--- config.mk ---
export PLATFORM = sky130hd
export DESIGN_NAME = yazmac_yaz_kuyruk
export DESIGN_NICKNAME = d
export VERILOG_FILES = /design/src/rtl/yazmac_yaz_kuyruk_pkg.sv /design/src/rtl/yazmac_yaz_kuyruk_fifo.sv /design/src/rtl/yazmac_yaz_kuyruk.sv
export SDC_FILE = /design/constraint.sdc
export NUM_CORES = 1
export LEC_CHECK = 0
export CAP_MARGIN = 10
export CORE_MARGIN = 4
export CORE_UTILIZATION = 50
export DETAILED_ROUTE_END_ITERATION = 10
export DONT_BUFFER_PORTS = 1
export SLEW_MARGIN = 25
export SYNTH_ARGS = -nofsm -noshare
export SYNTH_HDL_FRONTEND = slang
export SYNTH_SLANG_ARGS = --single-unit
--- constraint.sdc ---
create_clock -name clk_g -period 5.25 [get_ports clk_g]
set_input_delay 0.7875 -clock clk_g [delete_from_list [all_inputs] [get_ports clk_g]]
set_output_delay 0.7875 -clock clk_g [all_outputs]
set_load 0.02 [all_outputs]
--- src/rtl/yazmac_yaz_kuyruk_pkg.sv ---
// Shared micro-op header for the retire-side write queue.
// It defines the bit layout of the retiring micro-op, packed LSB first:
// GECERLI, HY_YAZ, HY, HY_DEGER, DDY_YAZ, DDY_ADRES, DDY_VERI.
package yazmac_yaz_kuyruk_pkg;

    localparam int GECERLI_KON = 0;
    localparam int HY_YAZ_KON  = 1;
    localparam int HY_KON      = 2;

    function automatic int hy_deger_kon(input int hy_bit);
        return HY_KON + hy_bit;
    endfunction

    function automatic int ddy_yaz_kon(input int hy_bit, input int veri_bit);
        return hy_deger_kon(hy_bit) + veri_bit;
    endfunction

    function automatic int ddy_adres_kon(input int hy_bit, input int veri_bit);
        return ddy_yaz_kon(hy_bit, veri_bit) + 1;
    endfunction

    function automatic int ddy_veri_kon(input int hy_bit, input int veri_bit, input int adres_bit);
        return ddy_adres_kon(hy_bit, veri_bit) + adres_bit;
    endfunction

    function automatic int uis_bit(input int hy_bit, input int veri_bit, input int adres_bit);
        return ddy_veri_kon(hy_bit, veri_bit, adres_bit) + veri_bit;
    endfunction

endpackage

--- src/rtl/yazmac_yaz_kuyruk_fifo.sv ---
// Generic synchronous FIFO that holds pending write-queue entries.
// With YAZMAC_YAZ_BYPASS_EN defined, the FIFO also exposes its storage,
// read pointer and occupancy so that the parent can search the pending writes.
module yazmac_yaz_fifo #(
    parameter int DERINLIK = 4,
    parameter int GENIS    = 8,
    localparam int PTR_BIT = $clog2(DERINLIK)
) (
    input  logic             clk,
    input  logic             rst_n,
    input  logic             push,
    input  logic             pop,
    input  logic [GENIS-1:0] din,
    output logic [GENIS-1:0] dout,
    output logic             full,
    output logic             empty
`ifdef YAZMAC_YAZ_BYPASS_EN
    ,
    output logic [DERINLIK-1:0][GENIS-1:0] girdiler,
    output logic [PTR_BIT-1:0]             bas_ptr,
    output logic [PTR_BIT:0]               doluluk
`endif
);

    localparam int SAYI_BIT = PTR_BIT + 1;

    logic [DERINLIK-1:0][GENIS-1:0] mem;
    logic [PTR_BIT-1:0]             oku_ptr;
    logic [PTR_BIT-1:0]             yaz_ptr;
    logic [SAYI_BIT-1:0]            sayi;
    logic                           yaz_en;
    logic                           oku_en;

    assign full   = (sayi == SAYI_BIT'(DERINLIK));
    assign empty  = (sayi == '0);
    assign yaz_en = push && !full;
    assign oku_en = pop && !empty;
    assign dout   = mem[oku_ptr];

`ifdef YAZMAC_YAZ_BYPASS_EN
    assign girdiler = mem;
    assign bas_ptr  = oku_ptr;
    assign doluluk  = sayi;
`endif

    // Storage carries no reset; only entries below the count are meaningful.
    always_ff @(posedge clk) begin
        if (yaz_en) mem[yaz_ptr] <= din;
    end

    // Pointers wrap naturally because the depth is a power of two.
    always_ff @(posedge clk) begin
        if (!rst_n) begin
            oku_ptr <= '0;
            yaz_ptr <= '0;
            sayi    <= '0;
        end else begin
            if (yaz_en) yaz_ptr <= yaz_ptr + 1'b1;
            if (oku_en) oku_ptr <= oku_ptr + 1'b1;
            case ({yaz_en, oku_en})
                2'b10:   sayi <= sayi + 1'b1;
                2'b01:   sayi <= sayi - 1'b1;
                default: sayi <= sayi;
            endcase
        end
    end

endmodule

--- src/rtl/yazmac_yaz_kuyruk.sv ---
// Retire-side write queue. It buffers the register-file and CSR writes of
// retiring micro-ops and drains them in order through the write ports.
// Optional macro YAZMAC_YAZ_BYPASS_EN adds a pending-write lookup port.
module yazmac_yaz_kuyruk
    import yazmac_yaz_kuyruk_pkg::*;
#(
    parameter int DERINLIK      = 4,
    parameter int HY_BIT        = 5,
    parameter int VERI_BIT      = 32,
    parameter int DDY_ADRES_BIT = 12,
    parameter int UIS_BIT       = uis_bit(HY_BIT, VERI_BIT, DDY_ADRES_BIT)
) (
    input  logic                     clk_g,
    input  logic                     rst_g,
    input  logic [UIS_BIT-1:0]       yoy_uis_g,
    output logic                     yoy_hazir_c,
    output logic                     yo_yaz_c,
    output logic [HY_BIT-1:0]        yo_yaz_hedef_c,
    output logic [VERI_BIT-1:0]      yo_yaz_veri_c,
    output logic                     ddy_yaz_c,
    output logic [DDY_ADRES_BIT-1:0] ddy_yaz_hedef_c,
    output logic [VERI_BIT-1:0]      ddy_yaz_veri_c,
    input  logic                     ddy_hazir_g
`ifdef YAZMAC_YAZ_BYPASS_EN
    ,
    input  logic [HY_BIT-1:0]        oku_adres_g,
    output logic                     oku_bekliyor_c,
    output logic [VERI_BIT-1:0]      oku_veri_c
`endif
);

    localparam int PTR_BIT  = $clog2(DERINLIK);
    localparam int HD_KON   = hy_deger_kon(HY_BIT);
    localparam int DY_KON   = ddy_yaz_kon(HY_BIT, VERI_BIT);
    localparam int DA_KON   = ddy_adres_kon(HY_BIT, VERI_BIT);
    localparam int DV_KON   = ddy_veri_kon(HY_BIT, VERI_BIT, DDY_ADRES_BIT);

    typedef struct packed {
        logic                     rf_yaz;
        logic                     csr_yaz;
        logic [HY_BIT-1:0]        hy;
        logic [VERI_BIT-1:0]      hy_deger;
        logic [DDY_ADRES_BIT-1:0] ddy_adres;
        logic [VERI_BIT-1:0]      ddy_veri;
    } girdi_t;

    localparam int GIRDI_BIT = $bits(girdi_t);

    girdi_t yeni;
    girdi_t bas;
    logic   dolu;
    logic   bos;
    logic   kabul;
    logic   aktif;
    logic   cikar;
    logic   yazildi;

    // x0 writes are dropped at the door so they can never reach the port.
    assign yeni.rf_yaz    = yoy_uis_g[HY_YAZ_KON] && (yoy_uis_g[HY_KON +: HY_BIT] != '0);
    assign yeni.csr_yaz   = yoy_uis_g[DY_KON];
    assign yeni.hy        = yoy_uis_g[HY_KON +: HY_BIT];
    assign yeni.hy_deger  = yoy_uis_g[HD_KON +: VERI_BIT];
    assign yeni.ddy_adres = yoy_uis_g[DA_KON +: DDY_ADRES_BIT];
    assign yeni.ddy_veri  = yoy_uis_g[DV_KON +: VERI_BIT];

    // Ready depends only on occupancy: a full queue never accepts through a pop.
    assign yoy_hazir_c = !dolu;
    assign kabul       = yoy_uis_g[GECERLI_KON] && yoy_hazir_c && (yeni.rf_yaz || yeni.csr_yaz);

    // Reset gates the ports so nothing is issued in a reset cycle.
    assign aktif = rst_g && !bos;
    assign cikar = aktif && (!bas.csr_yaz || ddy_hazir_g);

    assign yo_yaz_c        = aktif && bas.rf_yaz && !yazildi;
    assign yo_yaz_hedef_c  = yo_yaz_c ? bas.hy : '0;
    assign yo_yaz_veri_c   = yo_yaz_c ? bas.hy_deger : '0;
    assign ddy_yaz_c       = aktif && bas.csr_yaz;
    assign ddy_yaz_hedef_c = ddy_yaz_c ? bas.ddy_adres : '0;
    assign ddy_yaz_veri_c  = ddy_yaz_c ? bas.ddy_veri : '0;

`ifdef YAZMAC_YAZ_BYPASS_EN
    logic [DERINLIK-1:0][GIRDI_BIT-1:0] girdiler;
    logic [PTR_BIT-1:0]                 bas_ptr;
    logic [PTR_BIT:0]                   doluluk;
    logic [PTR_BIT-1:0]                 idx;
    girdi_t                             g;
`endif

    yazmac_yaz_fifo #(
        .DERINLIK (DERINLIK),
        .GENIS    (GIRDI_BIT)
    ) u_fifo (
        .clk      (clk_g),
        .rst_n    (rst_g),
        .push     (kabul),
        .pop      (cikar),
        .din      (yeni),
        .dout     (bas),
        .full     (dolu),
        .empty    (bos)
`ifdef YAZMAC_YAZ_BYPASS_EN
        ,
        .girdiler (girdiler),
        .bas_ptr  (bas_ptr),
        .doluluk  (doluluk)
`endif
    );

    // Register-file write fires once per entry, even while its CSR write stalls.
    always_ff @(posedge clk_g) begin
        if (!rst_g)        yazildi <= 1'b0;
        else if (cikar)    yazildi <= 1'b0;
        else if (yo_yaz_c) yazildi <= 1'b1;
    end

`ifdef YAZMAC_YAZ_BYPASS_EN
    // Walk oldest to youngest so the youngest matching entry wins.
    always_comb begin
        oku_bekliyor_c = 1'b0;
        oku_veri_c     = '0;
        idx            = '0;
        g              = '0;
        for (int i = 0; i < DERINLIK; i++) begin
            idx = bas_ptr + PTR_BIT'(i);
            g   = girdiler[idx];
            if (((PTR_BIT+1)'(i) < doluluk) && g.rf_yaz && (g.hy == oku_adres_g) &&
                (oku_adres_g != '0)) begin
                oku_bekliyor_c = 1'b1;
                oku_veri_c     = g.hy_deger;
            end
        end
    end
`endif

endmodule

==> results of run 1 <==
cells in the final DEF (no fill, tap or decap), types with 2 or more instances in the layout:
master and n:
edfxtp_1 332, nor2b_1 84, mux4_2 82, clkbuf_16 37
buf_4 12, inv_1 9, nand2_1 9, clkinv_1 7
clkbuf_1 6, dfxtp_1 6, mux2i_1 5, ha_1 5
and2_4 4, clkinv_2 4, bufinv_16 4, nor2_1 3
o21ai_0 3, mux2_2 2, and2_1 2, dfxtp_4 2
cell type report:
cell class              count  area [sq um]  area share [%]
flip-flops and latches    340         10100            69.6
multi-input cells         212          2730            18.8
clock buffers              44           962            6.61
well taps                 330           413            2.84
clock inverters            16           174            1.19
repair buffers             13           110           0.756
inverters                   9          33.8           0.232
registers in the layout (all words and copies together) (netlist names):
name            cells
u_fifo.yaz_ptr      2
yazildi             1
u_fifo.sayi         3
u_fifo.oku_ptr      2
u_fifo.mem        332
final timing paths:
check	startpoint	endpoint	slack [ns]
hold / removal	yoy_uis_g[66]	u_fifo.mem[97]	0.38
hold reg to reg	u_fifo.yaz_ptr[0]	u_fifo.yaz_ptr[0]	0.50
setup / recovery	u_fifo.oku_ptr[0]	yo_yaz_veri_c[28]	1.54
setup reg to reg	u_fifo.oku_ptr[1]	u_fifo.sayi[2]	1.77
per-stage QoR:
stage	instance area (sq um)	std cells	utilization, %	hold slack, ns	setup slack, ns
global placement	13400	903	52.6	0.478	1.82
finish	14600	964	57.2	0.383	1.54
global route	14600	964	57.2	0.354	1.19
CTS	14600	964	57.2	0.356	1.35
detailed placement	13400	904	52.7	0.491	1.71
floorplan	13100	591	-	0.468	1.27
worst max-delay path: stages (launching register included):
cell and delay [ns]:
dfxtp_4 0.36, buf_4 0.70, mux4_2 0.36, nand2b_1 0.06
or2_1 0.20, buf_4 0.24, nor2b_1 0.49
logic make-up after synthesis:
group	synth area share, %
AO/OA/AOI/OAI	0.412
flip-flops	77.6
buffers and inverters	1.59
adder cells (fa/ha/maj)	0.632
AND/OR/NAND/NOR	4.96
XOR/XNOR	0.134
multiplexers	14.7
synthesized netlist by cell type (all sizes together):
| cell | count |
|---|---|
| a21boi | 1 |
| a221oi | 2 |
| and2 | 6 |
| buf | 27 |
| clkbuf | 3 |
| dfxtp | 8 |
| edfxtp | 332 |
| fa | 1 |
| ha | 5 |
| inv | 9 |
| mux2 | 2 |
| mux2i | 5 |
| mux4 | 82 |
| nand2 | 9 |
| nand2b | 1 |
| nor2 | 3 |
| nor2b | 84 |
| nor3b | 1 |
| o21ai | 3 |
| o31ai | 1 |
| or2 | 2 |
| or3 | 1 |
| or4 | 1 |
| xnor2 | 1 |
| xor2 | 1 |
power by group:
part | internal, mW | switching, mW | leakage [nW]
registers | 3.17 | 0.0740 | 3.10
logic | 0.599 | 0.695 | 0.827
clock network | 1.49 | 0.937 | 0.554
total | 5.26 | 1.71 | 4.48
routing by layer:
metal / share of wire [%] / GRT usage, %
met1: 38 / 20.8
met2: 52 / 28.1
met3: 8.4 / 5.85
met4: 1.8 / 4.48
met5: 0 / 0
==> impl_metrics.toml, run 1 <==
[status]
status = "finished, final reports clean"

[floorplan]
initial_core_util_pct = 51.3
dieWidth_microns = 170
die_h_microns = 170
rows = 58
coreArea_sq_um = 25500
io_pins = 171
dieArea_sq_um = 28800

[yosys]
ys_seq_elements = 340
synthesis.nets = 684
yosysTopAreaCell = "edfxtp_1"
synth.distinct_cells = 28
synth_area_per_cell_sq_um = 22.1
syn_inst = 591
yosys_warnings = 0
netlist_area_sq_um = 13100
yosysSeqAreaShare_pct = 77.6
netlist.area_leader.share_pct = 76.3
synth_top_cells_by_area = "edfxtp_1, mux4_2, nor2b_1"

[flow_run]
cap_viol_max_count = 0

[cells_and_area]
nets = 705
area_growth_pct = 11.5
fillers = 1844
drive_gt1_share_pct = 24.0
diodes = 0

[placement]
numPortBuffers = 0
dp_hpwl_microns = 14100
place_congestion = 0.696

[global_route]
grt_max_degree = 60
grt_use_total_pct = 16.7
grt_overflow_total = 0
grt_pass1_vias = 6102
grt_pass1_wl_microns = 36600
antenna_found_initial = 0

[route]
routedWlPerCell_microns = 24.4
via_per_inst = 5.75
via_count = 5544
drt-initial-drc-count = 482
drc_errors = 0
ant_nets = 0
first_pass_iters = 4
finalWirelength_microns = 23500

[sta]
slew_viol_final = 0
finalSetupViolCount = 0
rsz0062_at_grt = "false"
hold_viol = 0
max_freq_mhz = 270
fin_setup_tns_ns = 0
tightestPinTransition_ns = 0.928
slew_headroom_pct = 38.1
period_needed_ns = 3.71
finalCritPeriodShare_pct = 70.7
fin_skew_ns = 0.00827

[clocking]
cts_tree = "yes"
cts_setup_buffers = 0
postCtsResizedCells = 0
clkLatencyLatePin_ns = 0.49
clock_sinks = 340
clock_path_buffers = 3
cts_root_buffer = "clkbuf_16"
path_clk_slew_ns = 0.06
numCtsBuffers = 36
cts_hold_buf = 0
htreeDepth = 2

[worst_hold_path]
hold_path_class = "input pin to flip-flop"
min_path_cells = 0

[setup_path]
cp.required_ns = 4.46
reg2regPathDepth = 9
crit_type = "flip-flop to output pin"
path_max_fanout = 45
cp-end-kind = "output pin"
start_kind = "flip-flop"
critPathArrivalTime_ns = 2.92

[power]
total_power_mw = 6.97
p_per_area_nw_per_um2 = 478
ir_worst_vdd_v = 0.000267
p_leak_nw = 4.48
No activity file was read; power rests on OpenSTA's default activity.
==> inputs of run 2 (changes only) <==
==> constraint.sdc (replaced) <==
create_clock -name clk_g -period 3.6 [get_ports clk_g]
set_input_delay 0.54 -clock clk_g [delete_from_list [all_inputs] [get_ports clk_g]]
set_output_delay 0.54 -clock clk_g [all_outputs]
set_load 0.02 [all_outputs]
==> impl_metrics.toml, run 2 (synthesis gave the netlist of run 1 again) <==
[placement]
place_area_sq_um = 13800
dp_hpwl_microns = 14700
numPortBuffers = 0
place_congestion = 0.715

[setup_path]
critPathArrivalTime_ns = 2.53
r2r_start = "u_fifo.oku_ptr[0]"
endpoint = "ddy_yaz_hedef_c[2]"
reg2regPathDepth = 8
startpoint = "u_fifo.oku_ptr[1]"
reg2reg_slack_ns = 1.01
timing.rr.end = "u_fifo.sayi[2]"
cp-end-kind = "output pin"
path_max_fanout = 27
cp.required_ns = 3.06
crit_type = "flip-flop to output pin"
start_kind = "flip-flop"

[cells_and_area]
layout_common_cells = "edfxtp_1, nor2b_1, mux4_2"
regMostFlops = "u_fifo.mem"
seqCellArea_sq_um = 10100
reg.largest.list = "u_fifo.mem x332, u_fifo.sayi x3"
nets = 746
area_growth_pct = 13.5
fillers = 1885
post-route-util_pct = 58.2
mostFrequentLayoutCell = "edfxtp_1"
multi_input_area_sq_um = 2730
diodes = 0
fin_area_sq_um = 14800
drive_gt1_share_pct = 28.0
largest_reg_flops = 332

[sta]
period_needed_ns = 3.07
slew_viol_final = 0
finalSetupViolCount = 0
finalCritPeriodShare_pct = 85.4
fin_setup_tns_ns = 0
tightestPinTransition_ns = 0.913
fin_skew_ns = 0.0127
slew_headroom_pct = 39.2
hold_viol = 0
rsz0062_at_grt = "false"
max_freq_mhz = 325

[global_route]
grt_use_total_pct = 17.0
antenna_found_initial = 0
grt_max_degree = 48
grt_pass1_vias = 6415
grt_overflow_total = 0
grt_pass1_wl_microns = 37400

[floorplan]
coreArea_sq_um = 25500
dieArea_sq_um = 28800
die_h_microns = 170
io_pins = 171
dieWidth_microns = 170
rows = 58
initial_core_util_pct = 51.3

[route]
first_pass_iters = 4
via_per_inst = 5.67
drc_errors = 0
drt-initial-drc-count = 420
via_count = 5695
ant_nets = 0
finalWirelength_microns = 24200
routedWlPerCell_microns = 24.1

[clocking]
clock_sinks = 340
clkLatencyLatePin_ns = 0.49
clock_path_buffers = 3
postCtsResizedCells = 0
cts_setup_buffers = 0
numCtsBuffers = 36
path_clk_slew_ns = 0.06
cts_hold_buf = 0
htreeDepth = 2
cts_tree = "yes"
cts_root_buffer = "clkbuf_16"

[power]
p_per_area_nw_per_um2 = 674
total_power_mw = 9.99
ir_worst_vdd_v = 0.000549
p_leak_nw = 4.65

[worst_hold_path]
hold_path_class = "input pin to flip-flop"

[flow_run]
cap_viol_max_count = 0

[status]
status = "finished, final reports clean"
run 2: power breakdown:
group          leakage [nW]  switching (mW)  internal (mW)  total (mW)
registers              3.10          0.0962           4.62        4.72
logic                  1.06            1.05          0.993        2.04
clock network         0.491            1.35           1.88        3.23
total                  4.65            2.50           7.49        9.99
run 2: final cells by class:
cell class	count	area share, %
repair buffers	54	3.24
multi-input cells	212	18.4
flip-flops and latches	340	68.4
clock buffers	48	6.52
inverters	9	0.228
well taps	330	2.79
clock inverters	12	0.405
run 2: worst min-delay path by stage:
stage | start | endpoint | slack (ns) | depth (start not counted)
2_1_floorplan | u_fifo.yaz_ptr[1] | u_fifo.yaz_ptr[1] | 0.47 | 2
3_3_place_gp | u_fifo.yaz_ptr[1] | u_fifo.yaz_ptr[1] | 0.48 | 2
3_5_place_dp | u_fifo.yaz_ptr[1] | u_fifo.yaz_ptr[1] | 0.50 | 2
4_1_cts | yoy_uis_g[77] | u_fifo.mem[274] | 0.11 | 0
5_1_grt | yoy_uis_g[77] | u_fifo.mem[25] | 0.11 | 0
6_report | yoy_uis_g[61] | u_fifo.mem[9] | 0.14 | 0
run 2: worst max-delay path: stages (launching register included):
cell and delay [ns]:
dfxtp_4 0.60, mux2i_1 0.13, or2_2 0.49, buf_4 0.33, nor2b_1 0.47
run 2: through the flow:
stage,setup slack [ns],cells,hold WS [ns]
floorplan,0.750,591,0.468
global placement,0.820,944,0.478
detailed placement,0.722,944,0.501
CTS,0.408,1004,0.114
global route,0.324,1005,0.112
finish,0.525,1005,0.136
run 2: layer usage:
layer | global-route usage (%) | share of wire, % | up-vias
met4 | 4.17 | 2.1 | 0
met2 | 29.3 | 51 | 164
met1 | 20.4 | 38 | 2997
met5 | 0 | 0 | -
li1 | - | - | 2498
met3 | 6.55 | 8.7 | 36
